<file path="src/rtl/pixel_deser_pkg.sv">
// Shared defaults, pixel size helper and channel-order encoding for the pixel deserializer.
package pixel_deser_pkg;

    localparam int unsigned DEFAULT_CHANNELS   = 3;
    localparam int unsigned DEFAULT_CH_WIDTH   = 8;
    localparam int unsigned DEFAULT_FIFO_DEPTH = 4;

    typedef enum logic {
        ORDER_RGB = 1'b0,
        ORDER_BGR = 1'b1
    } ch_order_e;

    function automatic int unsigned pix_bits(input int unsigned channels,
                                             input int unsigned ch_width);
        return channels * ch_width;
    endfunction

endpackage

</file>
<file path="src/rtl/pixel_deserializer_if.sv">
// Serial-in / pixel-out bus of the deserializer. PIXEL_DESER_DROP_CNT_EN adds drop_count.
interface pixel_deserializer_if
    import pixel_deser_pkg::*;
#(
    parameter int unsigned CHANNELS   = DEFAULT_CHANNELS,
    parameter int unsigned CH_WIDTH   = DEFAULT_CH_WIDTH,
    parameter int unsigned FIFO_DEPTH = DEFAULT_FIFO_DEPTH
) ();

    localparam int unsigned PIX_BITS = pix_bits(CHANNELS, CH_WIDTH);
    localparam int unsigned LVL_W    = $clog2(FIFO_DEPTH) + 1;

    logic                shift_in;
    logic                input_valid;
    logic                bgr_mode;
    logic [PIX_BITS-1:0] pix_data;
    logic                pix_valid;
    logic                pix_ready;
    logic                partial_abort;
    logic                overflow;
    logic [LVL_W-1:0]    fifo_level;
`ifdef PIXEL_DESER_DROP_CNT_EN
    logic [15:0]         drop_count;

    modport master (
        output shift_in, input_valid, bgr_mode, pix_ready,
        input  pix_data, pix_valid, partial_abort, overflow, fifo_level, drop_count
    );
    modport slave (
        input  shift_in, input_valid, bgr_mode, pix_ready,
        output pix_data, pix_valid, partial_abort, overflow, fifo_level, drop_count
    );
`else
    modport master (
        output shift_in, input_valid, bgr_mode, pix_ready,
        input  pix_data, pix_valid, partial_abort, overflow, fifo_level
    );
    modport slave (
        input  shift_in, input_valid, bgr_mode, pix_ready,
        output pix_data, pix_valid, partial_abort, overflow, fifo_level
    );
`endif

endinterface

</file>
<file path="src/rtl/pixel_fifo.sv">
// First-word-fall-through synchronous FIFO; head word is visible whenever not empty.
module pixel_fifo #(
    parameter int unsigned WIDTH = 24,
    parameter int unsigned DEPTH = 4
) (
    input  logic                       clk,
    input  logic                       reset,
    input  logic                       push,
    input  logic [WIDTH-1:0]           wdata,
    input  logic                       pop,
    output logic [WIDTH-1:0]           rdata,
    output logic                       full,
    output logic                       empty,
    output logic [$clog2(DEPTH):0]     level
);

    localparam int unsigned AW = $clog2(DEPTH);

    logic [WIDTH-1:0] mem [DEPTH];
    logic [AW-1:0]    wr_ptr_q, rd_ptr_q;
    logic [AW:0]      cnt_q, cnt_d;
    logic             do_push, do_pop;

    assign empty   = (cnt_q == '0);
    assign full    = (cnt_q == (AW+1)'(DEPTH));
    // A pop frees a slot in the same cycle, so a push into a full FIFO is still taken.
    assign do_pop  = pop && !empty;
    assign do_push = push && (!full || do_pop);
    assign rdata   = empty ? '0 : mem[rd_ptr_q];
    assign level   = cnt_q;

    always_comb begin
        cnt_d = cnt_q;
        unique case ({do_push, do_pop})
            2'b10:   cnt_d = cnt_q + (AW+1)'(1);
            2'b01:   cnt_d = cnt_q - (AW+1)'(1);
            default: cnt_d = cnt_q;
        endcase
    end

    always_ff @(posedge clk or posedge reset) begin
        if (reset) begin
            wr_ptr_q <= '0;
            rd_ptr_q <= '0;
            cnt_q    <= '0;
        end else begin
            cnt_q <= cnt_d;
            if (do_push) wr_ptr_q <= wr_ptr_q + AW'(1);
            if (do_pop)  rd_ptr_q <= rd_ptr_q + AW'(1);
        end
    end

    always_ff @(posedge clk) begin
        if (do_push) mem[wr_ptr_q] <= wdata;
    end

endmodule

</file>
<file path="src/rtl/pixel_deserializer.sv">
// Bit-serial to parallel pixel assembler with RGB/BGR ordering and an output FIFO.
// Define PIXEL_DESER_DROP_CNT_EN to add the saturating drop_count output.
module pixel_deserializer
    import pixel_deser_pkg::*;
#(
    parameter int unsigned CHANNELS   = DEFAULT_CHANNELS,
    parameter int unsigned CH_WIDTH   = DEFAULT_CH_WIDTH,
    parameter int unsigned FIFO_DEPTH = DEFAULT_FIFO_DEPTH,
    parameter bit          MSB_FIRST  = 1'b1
) (
    input logic                 clk,
    input logic                 reset,
    pixel_deserializer_if.slave bus
);

    localparam int unsigned PIX_BITS = pix_bits(CHANNELS, CH_WIDTH);
    localparam int unsigned CNT_W    = (PIX_BITS > 1) ? $clog2(PIX_BITS) : 1;
    localparam logic [CNT_W-1:0] LAST_BIT = CNT_W'(PIX_BITS - 1);

    logic [CNT_W-1:0]    bit_cnt_q, bit_cnt_d;
    logic [PIX_BITS-1:0] raw_q, raw_d;
    logic [PIX_BITS-1:0] pix_rgb, pix_bgr, pixel;
    logic                abort_q, abort_d;
    logic                overflow_q, overflow_d;
    logic                pix_done, fifo_full, fifo_empty, pop, drop;
    ch_order_e           order;

    // raw_d holds bits in arrival order and already includes this cycle's bit.
    always_comb begin
        raw_d     = raw_q;
        bit_cnt_d = bit_cnt_q;
        abort_d   = 1'b0;
        pix_done  = 1'b0;
        if (bus.input_valid) begin
            raw_d[bit_cnt_q] = bus.shift_in;
            pix_done         = (bit_cnt_q == LAST_BIT);
            bit_cnt_d        = pix_done ? '0 : bit_cnt_q + CNT_W'(1);
        end else begin
            bit_cnt_d = '0;
            abort_d   = (bit_cnt_q != '0);
        end
    end

    for (genvar i = 0; i < CHANNELS; i++) begin : g_ch
        for (genvar j = 0; j < CH_WIDTH; j++) begin : g_bit
            localparam int unsigned BIT_POS = MSB_FIRST ? (CH_WIDTH - 1 - j) : j;
            assign pix_rgb[i * CH_WIDTH + BIT_POS]                  = raw_d[i * CH_WIDTH + j];
            assign pix_bgr[(CHANNELS - 1 - i) * CH_WIDTH + BIT_POS] = raw_d[i * CH_WIDTH + j];
        end
    end

    assign order = ch_order_e'(bus.bgr_mode);
    assign pixel = (order == ORDER_BGR) ? pix_bgr : pix_rgb;

    assign pop        = !fifo_empty && bus.pix_ready;
    assign drop       = pix_done && fifo_full && !pop;
    assign overflow_d = overflow_q | drop;

    always_ff @(posedge clk or posedge reset) begin
        if (reset) begin
            bit_cnt_q  <= '0;
            raw_q      <= '0;
            abort_q    <= 1'b0;
            overflow_q <= 1'b0;
        end else begin
            bit_cnt_q  <= bit_cnt_d;
            raw_q      <= raw_d;
            abort_q    <= abort_d;
            overflow_q <= overflow_d;
        end
    end

    pixel_fifo #(
        .WIDTH (PIX_BITS),
        .DEPTH (FIFO_DEPTH)
    ) u_fifo (
        .clk   (clk),
        .reset (reset),
        .push  (pix_done),
        .wdata (pixel),
        .pop   (pop),
        .rdata (bus.pix_data),
        .full  (fifo_full),
        .empty (fifo_empty),
        .level (bus.fifo_level)
    );

    assign bus.pix_valid     = !fifo_empty;
    assign bus.partial_abort = abort_q;
    assign bus.overflow      = overflow_q;

`ifdef PIXEL_DESER_DROP_CNT_EN
    logic [15:0] drop_cnt_q;

    always_ff @(posedge clk or posedge reset) begin
        if (reset) begin
            drop_cnt_q <= '0;
        end else if (drop && drop_cnt_q != 16'hFFFF) begin
            drop_cnt_q <= drop_cnt_q + 16'd1;
        end
    end

    assign bus.drop_count = drop_cnt_q;
`endif

endmodule

</file>
<file path="src/flat_wrapper.sv">
// flat-port wrapper written by rule: the top's interface ports become plain ports
module pixel_deserializer_flat import pixel_deser_pkg::*;
#(
    parameter int unsigned CHANNELS   = DEFAULT_CHANNELS,
    parameter int unsigned CH_WIDTH   = DEFAULT_CH_WIDTH,
    parameter int unsigned FIFO_DEPTH = DEFAULT_FIFO_DEPTH,
    parameter bit          MSB_FIRST  = 1'b1
)
  (clk, reset, bus_shift_in, bus_input_valid, bus_bgr_mode, bus_pix_ready, bus_pix_data, bus_pix_valid, bus_partial_abort, bus_overflow, bus_fifo_level);
  pixel_deserializer_if #(.CHANNELS(CHANNELS), .CH_WIDTH(CH_WIDTH), .FIFO_DEPTH(FIFO_DEPTH)) bus_i ();
  input logic clk;
  input logic reset;
  input wire logic [$bits(bus_i.shift_in)-1:0] bus_shift_in;
  input wire logic [$bits(bus_i.input_valid)-1:0] bus_input_valid;
  input wire logic [$bits(bus_i.bgr_mode)-1:0] bus_bgr_mode;
  input wire logic [$bits(bus_i.pix_ready)-1:0] bus_pix_ready;
  output wire logic [$bits(bus_i.pix_data)-1:0] bus_pix_data;
  output wire logic [$bits(bus_i.pix_valid)-1:0] bus_pix_valid;
  output wire logic [$bits(bus_i.partial_abort)-1:0] bus_partial_abort;
  output wire logic [$bits(bus_i.overflow)-1:0] bus_overflow;
  output wire logic [$bits(bus_i.fifo_level)-1:0] bus_fifo_level;
  assign bus_i.shift_in = bus_shift_in;
  assign bus_i.input_valid = bus_input_valid;
  assign bus_i.bgr_mode = bus_bgr_mode;
  assign bus_i.pix_ready = bus_pix_ready;
  assign bus_pix_data = bus_i.pix_data;
  assign bus_pix_valid = bus_i.pix_valid;
  assign bus_partial_abort = bus_i.partial_abort;
  assign bus_overflow = bus_i.overflow;
  assign bus_fifo_level = bus_i.fifo_level;
  pixel_deserializer #(.CHANNELS(CHANNELS), .CH_WIDTH(CH_WIDTH), .FIFO_DEPTH(FIFO_DEPTH), .MSB_FIRST(MSB_FIRST)) u_core (.clk(clk), .reset(reset), .bus(bus_i));
endmodule
</file>
<file path="config.mk">
export PLATFORM = sky130hd
export DESIGN_NAME = pixel_deserializer_flat
export DESIGN_NICKNAME = d
export VERILOG_FILES = /design/src/rtl/pixel_deser_pkg.sv /design/src/rtl/pixel_deserializer_if.sv /design/src/rtl/pixel_fifo.sv /design/src/rtl/pixel_deserializer.sv /design/src/flat_wrapper.sv
export SDC_FILE = /design/constraint.sdc
export NUM_CORES = 1
export LEC_CHECK = 0
export CAP_MARGIN = 20
export CORE_ASPECT_RATIO = 1.25
export CORE_UTILIZATION = 30
export CTS_CLUSTER_SIZE = 8
export DETAILED_ROUTE_END_ITERATION = 8
export HOLD_SLACK_MARGIN = 0.1
export SYNTH_ARGS = -nofsm -noshare
export SYNTH_HDL_FRONTEND = slang
export SYNTH_SLANG_ARGS = --single-unit
</file>
<file path="constraint.sdc">
create_clock -name clk -period 3.1 [get_ports clk]
set_input_delay 0.31 -clock clk [delete_from_list [all_inputs] [get_ports clk]]
set_output_delay 0.31 -clock clk [all_outputs]
set_load 0.05 [all_outputs]
</file>
* Word level (Yosys, flattened, before mapping)
Memories as Yosys holds them, arrays and structs flattened. Cells that the tools add are included.
Operators by class: $add $sub $neg 5, $lt $le $gt $ge 2, equal/unequal tests 4, muxes and demuxes 13, bitwise operators 1, reductions and logical operators 13
Operators with widths (count):
- $mux 24 | 3
- $bwmux 24 | 1
- $mux 5 | 2
- $logic_and 1x1->1 | 6
- $lt 5x6->1 const B | 1
- $pmux 3 s2 | 1
- $add 5x1->5 const B | 1
- $demux 1 s5 | 1
- $eq 5x5->1 const B | 1
- $ge 5x1->1 const B | 1
- $mux 1 | 5
- $reduce_bool 5->1 | 1
- $add 2x1->2 const B | 2
- $add 3x1->3 const B | 1
- $eq 3x3->1 const B | 1
- $logic_not 1->1 | 3
- $logic_not 3->1 | 1
- $sub 3x1->3 const B | 1
- $eq 2x1->1 const B | 1
- $eq 2x2->1 const B | 1
- $reduce_bool 2->1 | 1
- $logic_or 1x1->1 | 1
- $or 1x1->1 | 1
Word-level totals: flip-flop bits (word level) 38, bits in writable memories 96, output and inout port bits 30, word-level logic and storage cells 46, memories 1
Memory list:
- u_core.u_fifo.mem | depth 4, width 24, rd ports 1, clocked after memory_dff 0, write ports 1, RTL line pixel_fifo.sv:19 | logic [WIDTH-1:0] mem [DEPTH];

* Logic depth before layout (Yosys ltp)
Gate-level depths: netlist of the first run.
word-level depth 8, mapped depth 9

* Modules after synthesis
A second synthesis of the first run with hierarchy kept.
Second synthesis, totals: cell total of the unflattened synthesis 379, area, all modules 6065.8 um^2
By module, submodules not included:
- pixel_fifo | instances 1, cells an instance 192, area an instance 4072.7 um^2, seq. area each 3057.9 um^2
- pixel_deserializer | instances 1, cells an instance 187, area an instance 1993.2 um^2, seq. area each 775.7 um^2

* Least setup slack after synthesis of the first run
OpenSTA, ideal clock, no wires.
path type reg-to-output, start register u_core.u_fifo.cnt_q[0] (netlist: u_core.u_fifo.level[0]), end output bus_pix_data[14], arrival 2.205 ns, path slack 0.585 ns, stages on the path, launching flop included 5, buffers on the path 2, path through dfrtp_1 -> or3_1 -> clkbuf_1 -> clkbuf_1 -> and2_1
On the way: cells in the longest elaborated chain, start to end 2
RTL lines:
- start, declared | RTL line pixel_fifo.sv:21 | logic [AW:0] cnt_q, cnt_d;
- start signal, assigned | RTL line pixel_fifo.sv:47 | cnt_q <= cnt_d;
- $logic_not 3->1 | RTL line pixel_fifo.sv:24 | assign empty = (cnt_q == '0);
- $mux 24 | RTL line pixel_fifo.sv:29 | assign rdata = empty ? '0 : mem[rd_ptr_q];
- end, declared | RTL line flat_wrapper.sv:17 | output wire logic [$bits(bus_i.pix_data)-1:0] bus_pix_data;
Every way passes these cells.

* Worst setup path after layout of the first run
start register u_core.u_fifo.cnt_q[0] (netlist: u_core.u_fifo.level[0]), end output bus_pix_valid
On the way: cells in the longest elaborated chain, start to end 2
RTL lines:
- $logic_not 3->1 | RTL line pixel_fifo.sv:24
- $logic_not 1->1 | RTL line pixel_deserializer.sv:88 | assign bus.pix_valid = !fifo_empty;
- end, declared | RTL line flat_wrapper.sv:18 | output wire logic [$bits(bus_i.pix_valid)-1:0] bus_pix_valid;
Every way passes these cells.

==> results of run 1 <==
-- metal layers --
metal / vias up / wire length (um) / track usage [%]
li1: 1644 / - / -
met1: 1768 / 5637 / 16.14
met2: 69 / 6419 / 21.24
met5: - / 0 / 0
met3: 8 / 384 / 2.825
met4: 0 / 166 / 5.120
-- layout make-up --
| class | instances | share of cell area, % |
|---|---|---|
| Clock inverter | 13 | 2.096 |
| Tap cell | 270 | 4.565 |
| Timing Repair Buffer | 51 | 5.816 |
| Multi-Input combinational cell | 230 | 29.42 |
| Clock buffer | 19 | 5.850 |
| Inverter | 9 | 0.4565 |
| Sequential cell | 134 | 51.80 |
-- report_power, final --
group | internal [W] | switching, W
clock network | 0.00126 | 0.000726
registers | 0.00200 | 0.0000709
logic | 0.000669 | 0.00108
-- synth_stat cells, drive strengths merged --
cell | n | share of area (%)
a21boi | 1 | 0.12
clkinv | 1 | 0.060
nand2 | 11 | 0.67
a31o | 1 | 0.14
a221oi | 14 | 2.8
a21oi | 4 | 0.32
and3 | 6 | 0.77
ha | 8 | 1.6
mux2 | 29 | 5.3
inv | 8 | 0.48
edfxtp | 96 | 46
clkbuf | 10 | 0.62
and2 | 31 | 3.1
a211oi | 4 | 0.48
nor2 | 16 | 1.2
fa | 1 | 0.32
a22oi | 2 | 0.24
or2 | 1 | 0.14
nand4 | 2 | 0.20
o211ai | 2 | 0.24
mux4 | 24 | 8.7
nand2b | 2 | 0.32
nor2b | 2 | 0.32
a31oi | 3 | 0.30
or3 | 1 | 0.10
nand3 | 8 | 0.73
dfrtp | 38 | 15
nor3b | 1 | 0.12
nor3 | 21 | 3.1
a21o | 1 | 0.12
xnor2 | 4 | 0.56
buf | 15 | 2.0
mux2i | 2 | 0.32
a311oi | 1 | 0.14
o31ai | 8 | 0.97
o31a | 1 | 0.14
o21ai | 18 | 1.5
-- stage by stage --
step / area, um2 / power [W]
2_1_floorplan: 6207 / 0.003422
3_3_place_gp: 6785 / 0.003866
3_5_place_dp: 6785 / 0.003885
4_1_cts: 7373 / 0.005887
5_1_grt: 7401 / 0.006063
6_report: 7401 / 0.005807
-- worst min-delay path by stage --
stage                        endpoint  slack [ns]  cells past startpoint
6_report          u_core.bit_cnt_q[1]        0.21                      2
5_1_grt           u_core.bit_cnt_q[1]        0.24                      2
4_1_cts        u_core.u_fifo.level[1]        0.47                      2
3_5_place_dp      u_core.bus.overflow        0.46                      1
3_3_place_gp         u_core.raw_q[17]        0.46                      2
2_1_floorplan        u_core.raw_q[17]        0.45                      2
-- registers in the layout, indices dropped and copies added (netlist names) --
name / cells
u_core.bus.partial_abort: 1
u_core.bus.overflow: 1
u_core.u_fifo.wr_ptr_q: 2
u_core.bit_cnt_q: 5
u_core.raw_q: 24
u_core.u_fifo.mem: 96
u_core.u_fifo.rd_ptr_q: 2
u_core.u_fifo.level: 3
-- kinds of logic after synthesis --
| group | synth area share, % |
|---|---|
| buf+inv | 3.164 |
| compound gates | 7.458 |
| xor+xnor | 0.5643 |
| fa+ha+maj | 1.935 |
| flops | 61.76 |
| simple gates | 10.82 |
| mux | 14.29 |
==> qor.txt, run 1 <==
critical path depth in cells - 2
Slew @ Worst Pin - 0.7531 ns
DIE AREA - 21270 um2
worst setup margin - 0.3030 ns
Slew HR - 49.79%
DRC viols - 0
H-tree lvl count - 4
initial DRC count - 262
flop-to-flop setup slack - 0.60 ns
setup_tns - 0 ns
clock buffer depth - 2
GRT Total Usage - 12.83%
syn_nets - 413
post-CTS setup buffer count - 0
DRT antenna net count - 0
clock sinks - 134
CP bufs+invs - 1
Avg Inst Size Synth - 15.60 um2
crit path time final - 2.797 ns
reg2reg start - u_core.u_fifo.level[0]
Worst Skew - 0.005880 ns
Post-Route WL - 12.61 mm
most frequent cells in the layout - edfxtp_1 (96), buf_4 (39), dfrtp_1 (38)
max incr delay on CP - 0.94 ns
Finished Core Util - 36.68%
Initial Util - 30.77%
CTS Root Cell - clkbuf_16
Setup crit start kind - register
# port buffers - 35
pre-CTS setup slack - 0.4884 ns
Peak VDD IR - 0.3380 mV
register area share after synthesis - 61.76%
DR WL/cell - 17.37 um
CTS tree - built
Ys Warns - 0
First-pass DRT Iterations - 4
Ports - 36
non-filler instance count after layout - 726
Static Leak - 2.676 nW
crit path capture - bus_pix_valid
R2R depth - 6
cells resized by post-CTS repair - 0
DP Cell Count - 693
area of the core - 20170 um2
synthesized area - 6207 um2
area taken by multi-input logic gates - 2177 um2
status - complete, no violations
Die Y - 162.8 um
final hold violations - 0
fill count - 1968
worst-path cell chain - or3_1, clkdlybuf4s50_1
clk_lat worst skew - 0.40 ns
Final Net Count - 458
vias in the first global route - 3685
first-pass GRT wire length - 20.10 mm
Setup crit end kind - output port
# hold bufs at CTS - 0
CP top delay family - buffers and inverters
final hold slack - 0.2069 ns
Num CTS Buffers - 17
via count - 3489
Setup violations, final - 0
pwr/cell area - 784.6 nW/um2
Horiz. Die Dim - 130.7 um
vias per inst - 4.806
Netlist cell types - 53
max-slew violation count - 0
Mapped Cells - 398
#FFs+latches synth - 134
Max Clk Rate - 357.5 MHz
launch point of the worst path - u_core.u_fifo.level[0]
crit path kind - reg -> out
initial antenna violation count - 0
share of cells above drive strength 1 - 33.11%
gpl congestion - 0.7478
HP Class - in -> async
largest net degree at the start of global routing - 27
final worst-path cycle share - 90.23%
Crit-path slowest cell - clkdlybuf4s50_1
Max-cap violations - 0
RR Endpoint - u_core.u_fifo.level[2]
Layout Area Growth over Synthesis - 19.23%
RSZ-0062 raised after global routing - false
n_diodes - 0
FP Rows - 58
clk slew on worst S/H paths - 0.06 ns
WP data required - 2.79 ns
Final HPWL DP - 8.271 mm
critical path arrival - 2.49 ns
total congestion overflow - 0
commonest non-fill, non-tap cell in the layout - edfxtp_1
critical path peak fanout - 19
register area - 3834 um2
(Power assumes the default switching activity.)
==> run 2: changes to the inputs <==
--- a/config.mk
+++ b/config.mk
@@ -7,10 +7,12 @@
 export LEC_CHECK = 0
 export CAP_MARGIN = 20
 export CORE_ASPECT_RATIO = 1.25
-export CORE_UTILIZATION = 30
+export CORE_UTILIZATION = 50
+export CTS_CLUSTER_DIAMETER = 50
 export CTS_CLUSTER_SIZE = 8
 export DETAILED_ROUTE_END_ITERATION = 8
 export HOLD_SLACK_MARGIN = 0.1
+export PLACE_DENSITY = 0.69
 export SYNTH_ARGS = -nofsm -noshare
 export SYNTH_HDL_FRONTEND = slang
 export SYNTH_SLANG_ARGS = --single-unit
==> run 2 against run 1 <==
Effect of this change: non-clock buffer count shrank 3; critical path type unchanged; die area shrank 40%; hold slack worse by 0.055 ns.
==> qor.txt, run 2 (synthesis gave the netlist of run 1 again) <==
Horiz. Die Dim - 101.7 um (-22%)
Static Leak - 2.662 nW (-0.55%)
n_diodes - 0 (unchanged)
pwr/cell area - 803.5 nW/um2 (+2.4%)
Post-Route WL - 11.80 mm (-6.4%)
setup_tns - 0 ns (unchanged)
share of cells above drive strength 1 - 33.33% (+0.22 points)
Max-cap violations - 0 (unchanged)
critical path depth in cells - 3 (+1)
Num CTS Buffers - 17 (unchanged)
via count - 3487 (-0.057%)
Largest register FFs - 96 (unchanged)
R2R depth - 7 (+1)
GRT Total Usage - 20.28% (+7.5 points)
Regs by FF count - u_core.u_fifo.mem x96, u_core.raw_q x24, u_core.bit_cnt_q x5
clk_lat worst skew - 0.41 ns (about the same)
Initial Util - 51.28% (+21 points)
P_sw - 0.001895 W (+1.2%)
Pwr Total - 0.005835 W (+0.48%)
Setup crit end kind - output port
Peak VDD IR - 0.5440 mV (+61%)
total congestion overflow - 0 (unchanged)
DIE AREA - 12870 um2 (-40%)
initial antenna violation count - 0 (unchanged)
Post-DP Area - 6658 um2 (-1.9%)
FP Rows - 45 (-22%)
RR Endpoint - u_core.u_fifo.level[1]
final hold violations - 0 (unchanged)
Final HPWL DP - 7.369 mm (-11%)
gpl congestion - 0.8305 (+11%)
H-tree lvl count - 4 (unchanged)
most frequent cells in the layout - edfxtp_1 (96), dfrtp_1 (38), buf_4 (36)
vias per inst - 5.652 (+18%)
pre-CTS setup slack - 0.5259 ns (+0.03759 ns)
crit path time final - 2.557 ns (-0.2401 ns)
clk slew on worst S/H paths - 0.06 ns (about the same)
max-slew violation count - 0 (unchanged)
crit path kind - reg -> out
DRT antenna net count - 0 (unchanged)
Setup crit start kind - register
clock buffer depth - 2 (unchanged)
area of the core - 12110 um2 (-40%)
critical path peak fanout - 26 (+7)
Die Y - 126.6 um (-22%)
CP bufs+invs - 2 (+1)
reg2reg start - u_core.bit_cnt_q[0]
Layout Cell Area excl Fill - 7262 um2 (-1.9%)
flop-to-flop setup slack - 0.75 ns (+0.15 ns)
Crit-path slowest cell - clkdlybuf4s50_1
final worst-path cycle share - 82.48% (-7.7 points)
Worst Skew - 0.007537 ns (+0.001657 ns)
DR WL/cell - 19.12 um (+10%)
worst-path cell chain - or3_1, buf_4, clkdlybuf4s50_1
critical path arrival - 2.25 ns (-0.24 ns)
CP top delay family - buffers and inverters
Setup violations, final - 0 (unchanged)
cells resized by post-CTS repair - 0 (unchanged)
WP data required - 2.79 ns (about the same)
First-pass DRT Iterations - 4 (unchanged)
Max Clk Rate - 391.1 MHz (+9.4%)
Switching Share - 32.48% (+0.22 points)
post-CTS setup buffer count - 0 (unchanged)
DRC viols - 0 (unchanged)
commonest non-fill, non-tap cell in the layout - edfxtp_1
Slew @ Worst Pin - 0.6187 ns (-0.1344 ns)
clock sinks - 134 (unchanged)
# hold bufs at CTS - 0 (unchanged)
initial DRC count - 197 (-25%)
HP Class - in -> async
worst setup margin - 0.5431 ns (+0.2401 ns)
status - complete, no violations
vias in the first global route - 3606 (-2.1%)
P_int - 0.003939 W (+0.15%)
CTS tree - built
largest net degree at the start of global routing - 27 (unchanged)
clock power share - 34.7% (+0.5 points)
RSZ-0062 raised after global routing - false
Top reg by flops - u_core.u_fifo.mem
first-pass GRT wire length - 19.06 mm (-5.2%)
CTS Root Cell - clkbuf_16
Ports - 36 (unchanged)
Layout Area Growth over Synthesis - 16.99%
Reg power frac - 35.4% (-0.3 points)
max incr delay on CP - 0.73 ns (-0.21 ns)
Gate power share - 30.0% (about the same)
# port buffers - 35 (unchanged)
Final Net Count - 455 (-0.66%)
Slew HR - 58.40% (+8.6 points)
[run 2: changes by cell type in the layout (fill, tap and decap cells not counted), sizes merged]
| cell | change |
|---|---|
| clkinvlp | +2 |
| clkinv | -1 |
| buf | -3 |
| clkbuf | -2 |
| inv | +1 |
[run 2: stage by stage]
| step | hold WS (ns) | util, % | cells |
|---|---|---|---|
| final | 0.1522 | 59.99 | 617 |
| after global routing | 0.1762 | 59.99 | 617 |
| after CTS | 0.1543 | 59.99 | 617 |
| after detailed placement | 0.4513 | 55.00 | 585 |
| after global placement | 0.4550 | 54.77 | 584 |
| after floorplan | 0.4504 | - | 398 |
[run 2: layout make-up]
cell class / count / area [um2]
clock buffers: 17 / 425.4
clock inverters: 15 / 178.9
fillers: 936 / 4843
inverters: 9 / 33.78
multi-input cells: 230 / 2177
flip-flops and latches: 134 / 3834
well taps: 164 / 205.2
repair buffers: 48 / 407.9
[run 2: power by group through the flow]
stage,registers (W),logic (W),clock network [W]
5_1_grt,0.00207,0.00187,0.00212
4_1_cts,0.00206,0.00178,0.00206
3_5_place_dp,0.00210,0.00177,0
3_3_place_gp,0.00209,0.00175,0
2_1_floorplan,0.00211,0.00131,0
6_report,0.00206,0.00175,0.00202
[run 2: worst max path at each step]
stage	from	end	slack (ns)
3_5_place_dp	bus_input_valid	u_core.u_fifo.level[2]	0.53
6_report	u_core.u_fifo.level[0]	bus_pix_valid	0.54
4_1_cts	u_core.u_fifo.rd_ptr_q[0]	bus_pix_data[6]	0.51
3_3_place_gp	bus_input_valid	u_core.u_fifo.level[2]	0.61
5_1_grt	u_core.u_fifo.rd_ptr_q[0]	bus_pix_data[13]	0.44
2_1_floorplan	u_core.u_fifo.level[0]	bus_pix_data[14]	0.58
[run 2: per-layer routing]
metal | vias to the layer above | wire (um) | global-route usage, %
met5 | - | 0 | 0
met4 | 0 | 178 | 7.161
met3 | 16 | 362 | 4.573
met2 | 73 | 5934 | 32.67
met1 | 1765 | 5322 | 27.06
li1 | 1633 | - | -
==> run 3: changes to the inputs <==
--- a/config.mk
+++ b/config.mk
@@ -12,7 +12,7 @@
 export CTS_CLUSTER_SIZE = 8
 export DETAILED_ROUTE_END_ITERATION = 8
 export HOLD_SLACK_MARGIN = 0.1
-export PLACE_DENSITY = 0.69
+export PLACE_DENSITY = 0.71
 export SYNTH_ARGS = -nofsm -noshare
 export SYNTH_HDL_FRONTEND = slang
 export SYNTH_SLANG_ARGS = --single-unit
==> constraint.sdc (replaced) <==
create_clock -name clk -period 2.3 [get_ports clk]
set_input_delay 0.23 -clock clk [delete_from_list [all_inputs] [get_ports clk]]
set_output_delay 0.23 -clock clk [all_outputs]
set_load 0.05 [all_outputs]
==> run 3 against run 2 <==
Effect of this change: first-iteration DRC count rose by 17%; clock skew about the same; clock power up 38%; sequential share of layout area is 1.8 points lower.
==> qor.txt, run 3 (synthesis gave the netlist of run 1 again) <==
status - complete, no violations
DRC viols - 0 (unchanged)
Slew HR - 44.80% (-14 points)
WP data required - 2.07 ns (-0.72 ns)
vias in the first global route - 3782 (+4.9%)
clk_lat worst skew - 0.42 ns (about the same)
Initial Util - 51.28% (unchanged)
clock sinks - 134 (unchanged)
area of the core - 12110 um2 (unchanged)
Finished Core Util - 62.12% (+2.1 points)
crit path time final - 2.232 ns
via count - 3611 (+3.6%)
# port buffers - 35 (unchanged)
Layout Area Growth over Synthesis - 21.14%
setup_tns - 0 ns (unchanged)
gpl congestion - 0.8261 (-0.53%)
share of cells above drive strength 1 - 36.86% (+3.5 points)
Regs by FF count - u_core.u_fifo.mem x96, u_core.raw_q x24, u_core.bit_cnt_q x5
register area - 3835 um2 (about the same)
Setup violations, final - 0 (unchanged)
RR Endpoint - u_core.u_fifo.mem[3][2]
GRT Total Usage - 21.26% (+0.97 points)
Max-cap violations - 0 (unchanged)
DR WL/cell - 19.26 um (+0.73%)
commonest non-fill, non-tap cell in the layout - edfxtp_1
worst setup margin - 0.06817 ns (-0.4749 ns)
most frequent cells in the layout - edfxtp_1 (96), buf_4 (49), dfrtp_1 (37)
pre-CTS setup slack - 0.01464 ns (-0.5113 ns)
CTS tree - built
H-tree lvl count - 4 (unchanged)
flop-to-flop setup slack - 0.16 ns (-0.59 ns)
Peak VDD IR - 0.7944 mV (+46%)
RSZ-0062 raised after global routing - false
max-slew violation count - 0 (unchanged)
first-pass GRT wire length - 19.95 mm (+4.7%)
total congestion overflow - 0 (unchanged)
Setup crit end kind - output port
met2 wire len - 6.306 mm (+6.3%)
clk slew on worst S/H paths - 0.06 ns (about the same)
Largest register FFs - 96 (unchanged)
Max Clk Rate - 448.1 MHz
clock buffer depth - 2 (unchanged)
Die Y - 126.6 um (unchanged)
Worst Skew - 0.007680 ns (+0.0001425 ns)
largest net degree at the start of global routing - 39 (+44%)
initial antenna violation count - 0 (unchanged)
DIE AREA - 12870 um2 (unchanged)
n_diodes - 0 (unchanged)
final worst-path cycle share - 97.04%
Top reg by flops - u_core.u_fifo.mem
Met3 Wirelength - 493 um (+36%)
reg2reg start - u_core.bit_cnt_q[1]
launch point of the worst path - u_core.u_fifo.rd_ptr_q[0]
final hold slack - 0.2448 ns (+0.09262 ns)
area taken by multi-input logic gates - 2182 um2 (+0.23%)
FP Rows - 45 (unchanged)
fill count - 899 (-4.0%)
First-pass DRT Iterations - 4 (unchanged)
critical path peak fanout - 12 (-54%)
critical path arrival - 2.00 ns (-0.25 ns)
Final Net Count - 475 (+4.4%)
top layer in use - met4
initial DRC count - 230 (+17%)
Num CTS Buffers - 17 (unchanged)
DRT antenna net count - 0 (unchanged)
Pwr Total - 0.008089 W (+39%)
Slew @ Worst Pin - 0.8209 ns (+0.2023 ns)
Ports - 36 (unchanged)
final hold violations - 0 (unchanged)
R2R depth - 7 (unchanged)
Horiz. Die Dim - 101.7 um (unchanged)
WL met1 - 5.183 mm (-2.6%)
Static Leak - 2.798 nW (+5.1%)
vias per inst - 5.678 (+0.46%)
crit path kind - reg -> out
HP Class - in -> async
pwr/cell area - 1076 nW/um2 (+34%)
Final HPWL DP - 7.638 mm (+3.7%)
Setup crit start kind - register
Post-Route WL - 12.25 mm (+3.8%)
CTS Root Cell - clkbuf_16
run 3: power by group:
group,internal [W],switching (W)
registers,0.00270,0.0000989
clock network,0.00180,0.000982
logic,0.00104,0.00147
run 3: worst max-delay path, cell delays in order (launching register included):
cell and delay (ns):
dfrtp_2 0.47, clkbuf_16 0.23, mux4_2 0.52, and2_1 0.17, buf_4 0.18
run 3: repair_timing:
action / in CTS / in global routing
endpoints found under the setup margin: 0 / 16
setup buffers: 0 / 0
resized for setup: 0 / 1
hold buffers: 0 / 0
run 3: cell type report:
type,instances,share of cell area [%]
sequential,134,51.00
multi-input combinational,230,29.02
timing repair buffer,68,8.686
clock buffer,17,5.657
tap,164,2.729
clock inverter,14,2.463
inverter,9,0.4493
run 3: worst max path at each step:
stage | to | slack [ns] | cells after the start
6_report | bus_pix_data[0] | 0.07 | 4
5_1_grt | bus_pix_data[18] | 0.003 | 4
4_1_cts | bus_pix_data[18] | 0.001 | 4
3_5_place_dp | u_core.u_fifo.mem[2][2] | 0.01 | 6
3_3_place_gp | u_core.u_fifo.mem[0][2] | 0.002 | 6
2_1_floorplan | u_core.u_fifo.level[2] | 0.02 | 7
run 3: routing by layer:
metal,track usage (%),vias to the layer above
met5,0,-
met4,8.184,0
met3,5.565,22
met2,34.58,102
met1,27.21,1813
li1,-,1674
run 3: per-stage QoR:
| step | std cells | area, um2 |
|---|---|---|
| final | 636 | 7520 |
| after global routing | 636 | 7520 |
| after CTS | 635 | 7493 |
| after detailed placement | 604 | 6883 |
| after global placement | 604 | 6883 |
| after floorplan | 398 | 6213 |
